$ cat config.mk
export PLATFORM = sky130hd
export DESIGN_NAME = lsu_mem_master_flat
export DESIGN_NICKNAME = d
export VERILOG_FILES = /design/src/rtl/lsu_mem_master_pkg.sv /design/src/rtl/lsu_mem_master_if.sv /design/src/rtl/lsu_mem_master_load_extend.sv /design/src/rtl/lsu_mem_master.sv /design/src/flat_wrapper.sv
export SDC_FILE = /design/constraint.sdc
export NUM_CORES = 1
export LEC_CHECK = 0
export ABC_AREA = 1
export ABC_CLOCK_PERIOD_IN_PS = 5350
export BUFFER_PORTS_ARGS = -buffer_cell sky130_fd_sc_hd__buf_2
export CORE_AREA = 3 3 117 147
export CTS_CLUSTER_DIAMETER = 100
export DETAILED_ROUTE_END_ITERATION = 7
export DIE_AREA = 0 0 120 150
export MAX_ROUTING_LAYER = met4
export PLACE_DENSITY = 0.84
export SYNTH_ARGS = -nofsm -noshare
export SYNTH_HDL_FRONTEND = slang
export SYNTH_HIERARCHICAL = 1
export SYNTH_SLANG_ARGS = --single-unit
$ cat constraint.sdc
create_clock -name clock -period 5.35 [get_ports clock]
set_input_delay 1.07 -clock clock [delete_from_list [all_inputs] [get_ports clock]]
set_output_delay 1.07 -clock clock [all_outputs]
set_load 0.01 [all_outputs]
$ cat src/rtl/lsu_mem_master_pkg.sv
// Shared definitions for the LSU memory master: access-size and funct3 encodings,
// controller states, and request classification helpers.
package lsu_mem_master_pkg;

  localparam logic [1:0] ACCESS_SIZE_BYTE = 2'b00;
  localparam logic [1:0] ACCESS_SIZE_HALF = 2'b01;
  localparam logic [1:0] ACCESS_SIZE_WORD = 2'b10;

  localparam logic [2:0] F3_B  = 3'b000;
  localparam logic [2:0] F3_H  = 3'b001;
  localparam logic [2:0] F3_W  = 3'b010;
  localparam logic [2:0] F3_BU = 3'b100;
  localparam logic [2:0] F3_HU = 3'b101;

  typedef enum logic [1:0] {
    ST_IDLE,
    ST_ACCESS,
    ST_SPLIT,
    ST_RESP
  } lsu_state_t;

  // Unsigned variants exist only for loads; 011/110/111 are never legal.
  function automatic logic f3_illegal(input logic store, input logic [2:0] f3);
    return (f3 == 3'b011) || (f3[2:1] == 2'b11) || (store && f3[2]);
  endfunction

  function automatic logic f3_misaligned(input logic [2:0] f3, input logic [1:0] addr_lo);
    case (f3[1:0])
      2'b01:   return addr_lo[0];
      2'b10:   return |addr_lo;
      default: return 1'b0;
    endcase
  endfunction

endpackage

$ cat src/rtl/lsu_mem_master_if.sv
// Request/response handshake between the execute/memory stage (master)
// and the LSU memory master (slave).
interface lsu_mem_master_if;
  logic        req_valid;
  logic        req_ready;
  logic        req_store;
  logic [2:0]  req_funct3;
  logic [31:0] req_address;
  logic [31:0] req_wdata;
  logic        resp_valid;
  logic        resp_ready;
  logic [31:0] resp_data;
  logic        resp_fault;

  modport master (
    output req_valid, req_store, req_funct3, req_address, req_wdata, resp_ready,
    input  req_ready, resp_valid, resp_data, resp_fault
  );

  modport slave (
    input  req_valid, req_store, req_funct3, req_address, req_wdata, resp_ready,
    output req_ready, resp_valid, resp_data, resp_fault
  );
endinterface

$ cat src/rtl/lsu_mem_master_load_extend.sv
// Sign/zero extension of raw load data according to the RV32 load funct3.
module lsu_load_extend
  import lsu_mem_master_pkg::*;
(
  input  logic [31:0] raw,
  input  logic [2:0]  funct3,
  output logic [31:0] result
);

  always_comb begin
    result = raw;
    case (funct3)
      F3_B:    result = {{24{raw[7]}}, raw[7:0]};
      F3_H:    result = {{16{raw[15]}}, raw[15:0]};
      F3_BU:   result = {24'h0, raw[7:0]};
      F3_HU:   result = {16'h0, raw[15:0]};
      default: result = raw;
    endcase
  end

endmodule

$ cat src/rtl/lsu_mem_master.sv
// Initiator side of the byte-addressed data memory port: one load/store per
// handshake, optional byte-splitting of misaligned accesses, held response.
module lsu_mem_master
  import lsu_mem_master_pkg::*;
#(
  parameter bit ALLOW_MISALIGNED = 1'b1
) (
  input  logic               clock,
  input  logic               reset,
  lsu_mem_master_if.slave    bus,
  output logic [31:0]        mem_address,
  output logic [31:0]        mem_wdata,
  input  logic [31:0]        mem_rdata,
  output logic               mem_read_write,
  output logic [1:0]         mem_access_size,
  output logic               mem_unsigned_access
);

  lsu_state_t  state, state_next;
  logic        store_q;
  logic [2:0]  funct3_q;
  logic [31:0] addr_q, wdata_q, asm_q, asm_next, resp_data_q;
  logic        resp_fault_q;
  logic [1:0]  k_q, last_k_q;
  logic [31:0] ext_raw, ext_result;
  logic        req_illegal, req_misaligned, req_fault;

  assign req_illegal    = f3_illegal(bus.req_store, bus.req_funct3);
  assign req_misaligned = f3_misaligned(bus.req_funct3, bus.req_address[1:0]);
  assign req_fault      = req_illegal || (req_misaligned && !ALLOW_MISALIGNED);

  always_comb begin
    asm_next = asm_q;
    asm_next[{k_q, 3'b000} +: 8] = mem_rdata[7:0];
  end

  // Split loads extend the assembled value including the byte arriving this cycle.
  assign ext_raw = (state == ST_SPLIT) ? asm_next : mem_rdata;

  lsu_load_extend u_extend (
    .raw    (ext_raw),
    .funct3 (funct3_q),
    .result (ext_result)
  );

  always_ff @(posedge clock or posedge reset) begin
    if (reset) state <= ST_IDLE;
    else       state <= state_next;
  end

  // Memory outputs are decoded from state so an async reset drops writes at once.
  always_comb begin
    state_next          = state;
    mem_address         = '0;
    mem_wdata           = '0;
    mem_read_write      = 1'b1;
    mem_access_size     = ACCESS_SIZE_WORD;
    mem_unsigned_access = 1'b0;
    case (state)
      ST_IDLE: begin
        if (bus.req_valid) begin
          if (req_fault)           state_next = ST_RESP;
          else if (req_misaligned) state_next = ST_SPLIT;
          else                     state_next = ST_ACCESS;
        end
      end
      ST_ACCESS: begin
        mem_address         = addr_q;
        mem_wdata           = wdata_q;
        mem_read_write      = !store_q;
        mem_access_size     = funct3_q[1:0];
        mem_unsigned_access = funct3_q[2];
        state_next          = ST_RESP;
      end
      ST_SPLIT: begin
        mem_address         = addr_q + {30'b0, k_q};
        mem_wdata           = {24'h0, wdata_q[{k_q, 3'b000} +: 8]};
        mem_read_write      = !store_q;
        mem_access_size     = ACCESS_SIZE_BYTE;
        mem_unsigned_access = 1'b1;
        if (k_q == last_k_q) state_next = ST_RESP;
      end
      ST_RESP: begin
        if (bus.resp_ready) state_next = ST_IDLE;
      end
      default: state_next = ST_IDLE;
    endcase
  end

  always_ff @(posedge clock or posedge reset) begin
    if (reset) begin
      store_q      <= 1'b0;
      funct3_q     <= '0;
      addr_q       <= '0;
      wdata_q      <= '0;
      asm_q        <= '0;
      k_q          <= '0;
      last_k_q     <= '0;
      resp_data_q  <= '0;
      resp_fault_q <= 1'b0;
    end else begin
      case (state)
        ST_IDLE: begin
          if (bus.req_valid) begin
            store_q      <= bus.req_store;
            funct3_q     <= bus.req_funct3;
            addr_q       <= bus.req_address;
            wdata_q      <= bus.req_wdata;
            asm_q        <= '0;
            k_q          <= '0;
            last_k_q     <= (bus.req_funct3[1:0] == 2'b01) ? 2'd1 : 2'd3;
            resp_data_q  <= '0;
            resp_fault_q <= req_fault;
          end
        end
        ST_ACCESS: begin
          if (!store_q) resp_data_q <= ext_result;
        end
        ST_SPLIT: begin
          k_q   <= k_q + 2'd1;
          asm_q <= asm_next;
          if ((k_q == last_k_q) && !store_q) resp_data_q <= ext_result;
        end
        default: ;
      endcase
    end
  end

  assign bus.req_ready  = (state == ST_IDLE);
  assign bus.resp_valid = (state == ST_RESP);
  assign bus.resp_data  = resp_data_q;
  assign bus.resp_fault = resp_fault_q;

endmodule
$ cat src/flat_wrapper.sv
// flat-port wrapper written by rule: the top's interface ports become plain ports
module lsu_mem_master_flat import lsu_mem_master_pkg::*;
#(
  parameter bit ALLOW_MISALIGNED = 1'b1
)
  (clock, reset, mem_address, mem_wdata, mem_rdata, mem_read_write, mem_access_size, mem_unsigned_access, bus_req_valid, bus_req_store, bus_req_funct3, bus_req_address, bus_req_wdata, bus_resp_ready, bus_req_ready, bus_resp_valid, bus_resp_data, bus_resp_fault);
  lsu_mem_master_if bus_i ();
  input  logic clock;
  input  logic reset;
  output logic [31:0] mem_address;
  output logic [31:0] mem_wdata;
  input  logic [31:0] mem_rdata;
  output logic mem_read_write;
  output logic [1:0] mem_access_size;
  output logic mem_unsigned_access;
  input wire logic [$bits(bus_i.req_valid)-1:0] bus_req_valid;
  input wire logic [$bits(bus_i.req_store)-1:0] bus_req_store;
  input wire logic [$bits(bus_i.req_funct3)-1:0] bus_req_funct3;
  input wire logic [$bits(bus_i.req_address)-1:0] bus_req_address;
  input wire logic [$bits(bus_i.req_wdata)-1:0] bus_req_wdata;
  input wire logic [$bits(bus_i.resp_ready)-1:0] bus_resp_ready;
  output wire logic [$bits(bus_i.req_ready)-1:0] bus_req_ready;
  output wire logic [$bits(bus_i.resp_valid)-1:0] bus_resp_valid;
  output wire logic [$bits(bus_i.resp_data)-1:0] bus_resp_data;
  output wire logic [$bits(bus_i.resp_fault)-1:0] bus_resp_fault;
  assign bus_i.req_valid = bus_req_valid;
  assign bus_i.req_store = bus_req_store;
  assign bus_i.req_funct3 = bus_req_funct3;
  assign bus_i.req_address = bus_req_address;
  assign bus_i.req_wdata = bus_req_wdata;
  assign bus_i.resp_ready = bus_resp_ready;
  assign bus_req_ready = bus_i.req_ready;
  assign bus_resp_valid = bus_i.resp_valid;
  assign bus_resp_data = bus_i.resp_data;
  assign bus_resp_fault = bus_i.resp_fault;
  lsu_mem_master #(.ALLOW_MISALIGNED(ALLOW_MISALIGNED)) u_core (.clock(clock), .reset(reset), .bus(bus_i), .mem_address(mem_address), .mem_wdata(mem_wdata), .mem_rdata(mem_rdata), .mem_read_write(mem_read_write), .mem_access_size(mem_access_size), .mem_unsigned_access(mem_unsigned_access));
endmodule
==> impl_metrics.yaml <==
floorplan:
  die_width_um: 120
  std_cell_rows: 52
  design.die.area_mm2: 0.0180
  die_height_um: 150
  floorplan.initialDensity_pct: 54.3
  ioPinCount: 207
  core_box_area_mm2: 0.0161
clock_network:
  cts_max_path_buffers: 2
  worstSkewPairLatency_ns: 0.43
  postCtsSetupBuffers: 0
  tritoncts: "yes"
  numCtsBuffers: 17
  tritoncts_num_sinks: 139
  clk_pin_slew_worst_paths_ns: 0.06
  htreeDepth: 4
  cts_resized: 0
  hold_buffer_count_at_cts: 0
  clock-root-buffer: "clkbuf_16"
synthesis:
  syn-cell-area_mm2: 0.00872
  synth-seq-area-share_pct: 39.9
  postSynthNetCount: 1366
  yosys-top-cells-area: "dfrtp_1, nand2_1, o21ai_0, inv_1, nor2_1"
  synth_most_common_cell: "nand2_1"
  synth_edf_count: 0
  netlist_top_cells_count: "nand2_1, dfrtp_1, o21ai_0"
  cell_variety_after_synth: 35
  yosysWarningCount: 6
  synth_ff_type: "dfrtp_1"
  post_synthesis_average_cell_area_um2: 7.00
  asyncSetResetFlopFracSynth_pct: 100
  netlist.area_leader.share_pct: 39.9
  postSynthCellCount: 1246
  synth_area_leader_cell: "dfrtp_1"
  ys_seq_elements: 139
sta:
  timing.max_slew.rel_slack_pct: 32.3
  worstMarginPinSlew_ns: 1.02
  hold_violations: 0
  finalSetupViolCount: 0
  tns_ns: 0
  finClkSkew_ns: 0.00756
  min_period_over_period_pct: 72.9
  rsz0062_at_grt: "no"
  finalMaxSlewViolations: 0
  finalWorstPathRequiredPeriod_ns: 3.90
  achievable-frequency_mhz: 256
worst_hold_path:
  worst_hold_startpoint: "u_core/bus.resp_data[8]$_DFFE_PP0P_"
  min-delay-path-class: "reg2reg"
  hold_depth: 2
grt:
  globalRoute.totalOverflow: 0
  grt_pass1_wl_mm: 39.2
  number_of_antenna_violations_at_the_first_check_in_global_routing: 3
  grt.total_usage_pct: 28.2
  via_count_of_the_first_global_routing_pass: 7864
  maximum_number_of_pins_on_one_net_before_global_route_repair: 108
cells_and_area:
  post_layout_nonfiller_instances: 1638
  area_growth_pct: 17.4
  fillers: 1477
  finalNetCount: 1527
  final_layout_size_suffix_gt1_share_pct: 21.4
pwr:
  share_comb_of_total_power_pct: 50.0
  power.density_mw_per_mm2: 579
  share_seq_of_total_power_pct: 30.0
  total_switching_power_mw: 2.81
  static-leakage-power_nw: 5.37
  largest_voltage_drop_on_the_vdd_net_v: 0.000344
  power.switching_fraction_pct: 47.4
  internal-power_mw: 3.12
  share_clk_of_total_power_pct: 20.0
routing:
  routedWlPerCell_um: 14.8
  final_antenna_net_count: 0
  detailedRoute.firstPassIterationCount: 5
  vias_per_cell: 5.27
  drt-initial-drc-count: 807
  totalWireLength_mm: 24.3
  met1_length_mm: 9.86
  num_vias: 8636
  dr_wl_met2_mm: 11.6
  top_layer: "met4"
  met3RoutedLength_mm: 1.90
  drt_drc_violations_left: 0
setup_path:
  crit-reg2reg-launch: "u_core/state[0]$_DFFE_PP0P_"
  crit_fanout: 29
  startpoint: "u_core/state[0]$_DFFE_PP0P_"
  r2r-end: "u_core/asm_q[11]$_DFFE_PP0P_"
  setup_slack_of_the_most_critical_reg_to_reg_path_ns: 1.98
  setup.worst_path.end_class: "primary output"
  worstSetupStartpointType: "flip-flop"
  r2r.worst_path.cells: 8
  startpoint_to_endpoint_class_of_the_critical_path: "reg2out"
  worstSetupEndpoint: "mem_address[2]"
  critical_path_arrival_ns: 2.83
  worst_ep_required_time_ns: 4.28
place:
  place.port_buffers: 206
  detailedPlacementHpwl_mm: 17.7
  place.detailed.instances: 1604
  gp_routability_congestion: 0.938
flow_run:
  cap_violations: 0
run_status:
  outcome: "finished clean"
==> power groups by stage <==
stage	Sequential (mW)	Combinational, mW	Clock [mW]
2_1_floorplan	1.70	2.35	0
3_3_place_gp	1.78	2.88	0
3_5_place_dp	1.79	2.94	0
4_1_cts	1.78	2.96	1.20
5_1_grt	1.83	3.34	1.25
6_report	1.78	2.96	1.18
==> worst min path at each step <==
stage                                            to
2_1_floorplan           u_core/asm_q[0]$_DFFE_PP0P_
3_3_place_gp   u_core/bus.resp_data[10]$_DFFE_PP0P_
3_5_place_dp   u_core/bus.resp_data[27]$_DFFE_PP0P_
4_1_cts         u_core/bus.resp_data[4]$_DFFE_PP0P_
5_1_grt         u_core/bus.resp_data[4]$_DFFE_PP0P_
6_report        u_core/bus.resp_data[8]$_DFFE_PP0P_
==> flip-flops by register name, indices dropped and copies added, names as in the netlist, 2 cells and up <==
signal	flops
u_core/bus.resp_data	32
u_core/wdata_q	32
u_core/state	2
u_core/last_k_q	2
u_core/funct3_q	3
u_core/k_q	2
u_core/addr_q	32
u_core/asm_q	32
==> kinds of logic (layout without fill, tap and decap cells) <==
family	Yosys count	count (layout)	synth area share, %
other	0	3	0
flip-flops	139	139	39.9
buffers and inverters	191	364	10.2
AND/OR/NAND/NOR	658	658	31.2
AO/OA/AOI/OAI	239	239	16.0
XOR/XNOR	3	3	0.301
adder cells (fa/ha/maj)	16	16	2.38
==> routing by layer <==
| metal | up-vias | track usage, % |
|---|---|---|
| li1 | 4281 | - |
| met1 | 3876 | 35.6 |
| met2 | 411 | 44.7 |
| met3 | 68 | 4.95 |
| met4 | 0 | 12.6 |
| met5 | - | - |
==> worst max-delay path: stages (launching register included) <==
cell     delay (ns)
dfrtp_1        0.39
inv_1          0.10
ha_1           0.39
nand2_1        0.08
buf_4          0.20
inv_1          0.69
nand2_1        0.09
o21ai_0        0.26
buf_2          0.19
==> cells in the final DEF (no fill, tap or decap), types with 2 or more instances in the layout <==
cell and count:
inv_6 2, inv_2 4, a21oi_1 32, o21ai_1 9
nand3_4 3, nor3_1 8, ha_1 15, a22o_1 2
dfrtp_1 139, nand4_1 7, o22ai_1 25, diode_2 3
nand3_1 55, o21ai_2 32, clkinv_1 2, inv_1 111
a21o_1 8, buf_2 206, clkbuf_1 2, xnor2_1 3
o21ai_0 127, nand2_1 473, nor2_4 8, clkinv_2 4
nor2_1 94, o21bai_1 2, bufinv_16 3, clkbuf_16 17
buf_4 9, clkinvlp_4 4, nand2_2 5
==> metrics by stage <==
stage	power (mW)	cell area (µm²)	utilization [%]	hold WS, ns	worst slack [ns]
floorplan	4.05	8720	-	0.453	0.555
global placement	4.65	9650	60.0	0.460	1.93
detailed placement	4.73	9650	60.0	0.464	1.95
CTS	5.93	10200	63.7	0.478	1.46
global route	6.43	10200	63.7	0.492	1.21
finish	5.93	10200	63.7	0.476	1.45
==> area by class of cell <==
cell class | instances | area [µm²] | share of cell area, %
sequential | 139 | 3480 | 34.0
clock inverter | 12 | 149 | 1.45
inverter | 118 | 448 | 4.37
clock buffer | 19 | 433 | 4.23
multi-input combinational | 916 | 4350 | 42.5
antenna | 3 | 7.51 | 0.0733
tap | 216 | 270 | 2.64
timing repair buffer | 215 | 1100 | 10.7
(Power assumes the default switching activity.)
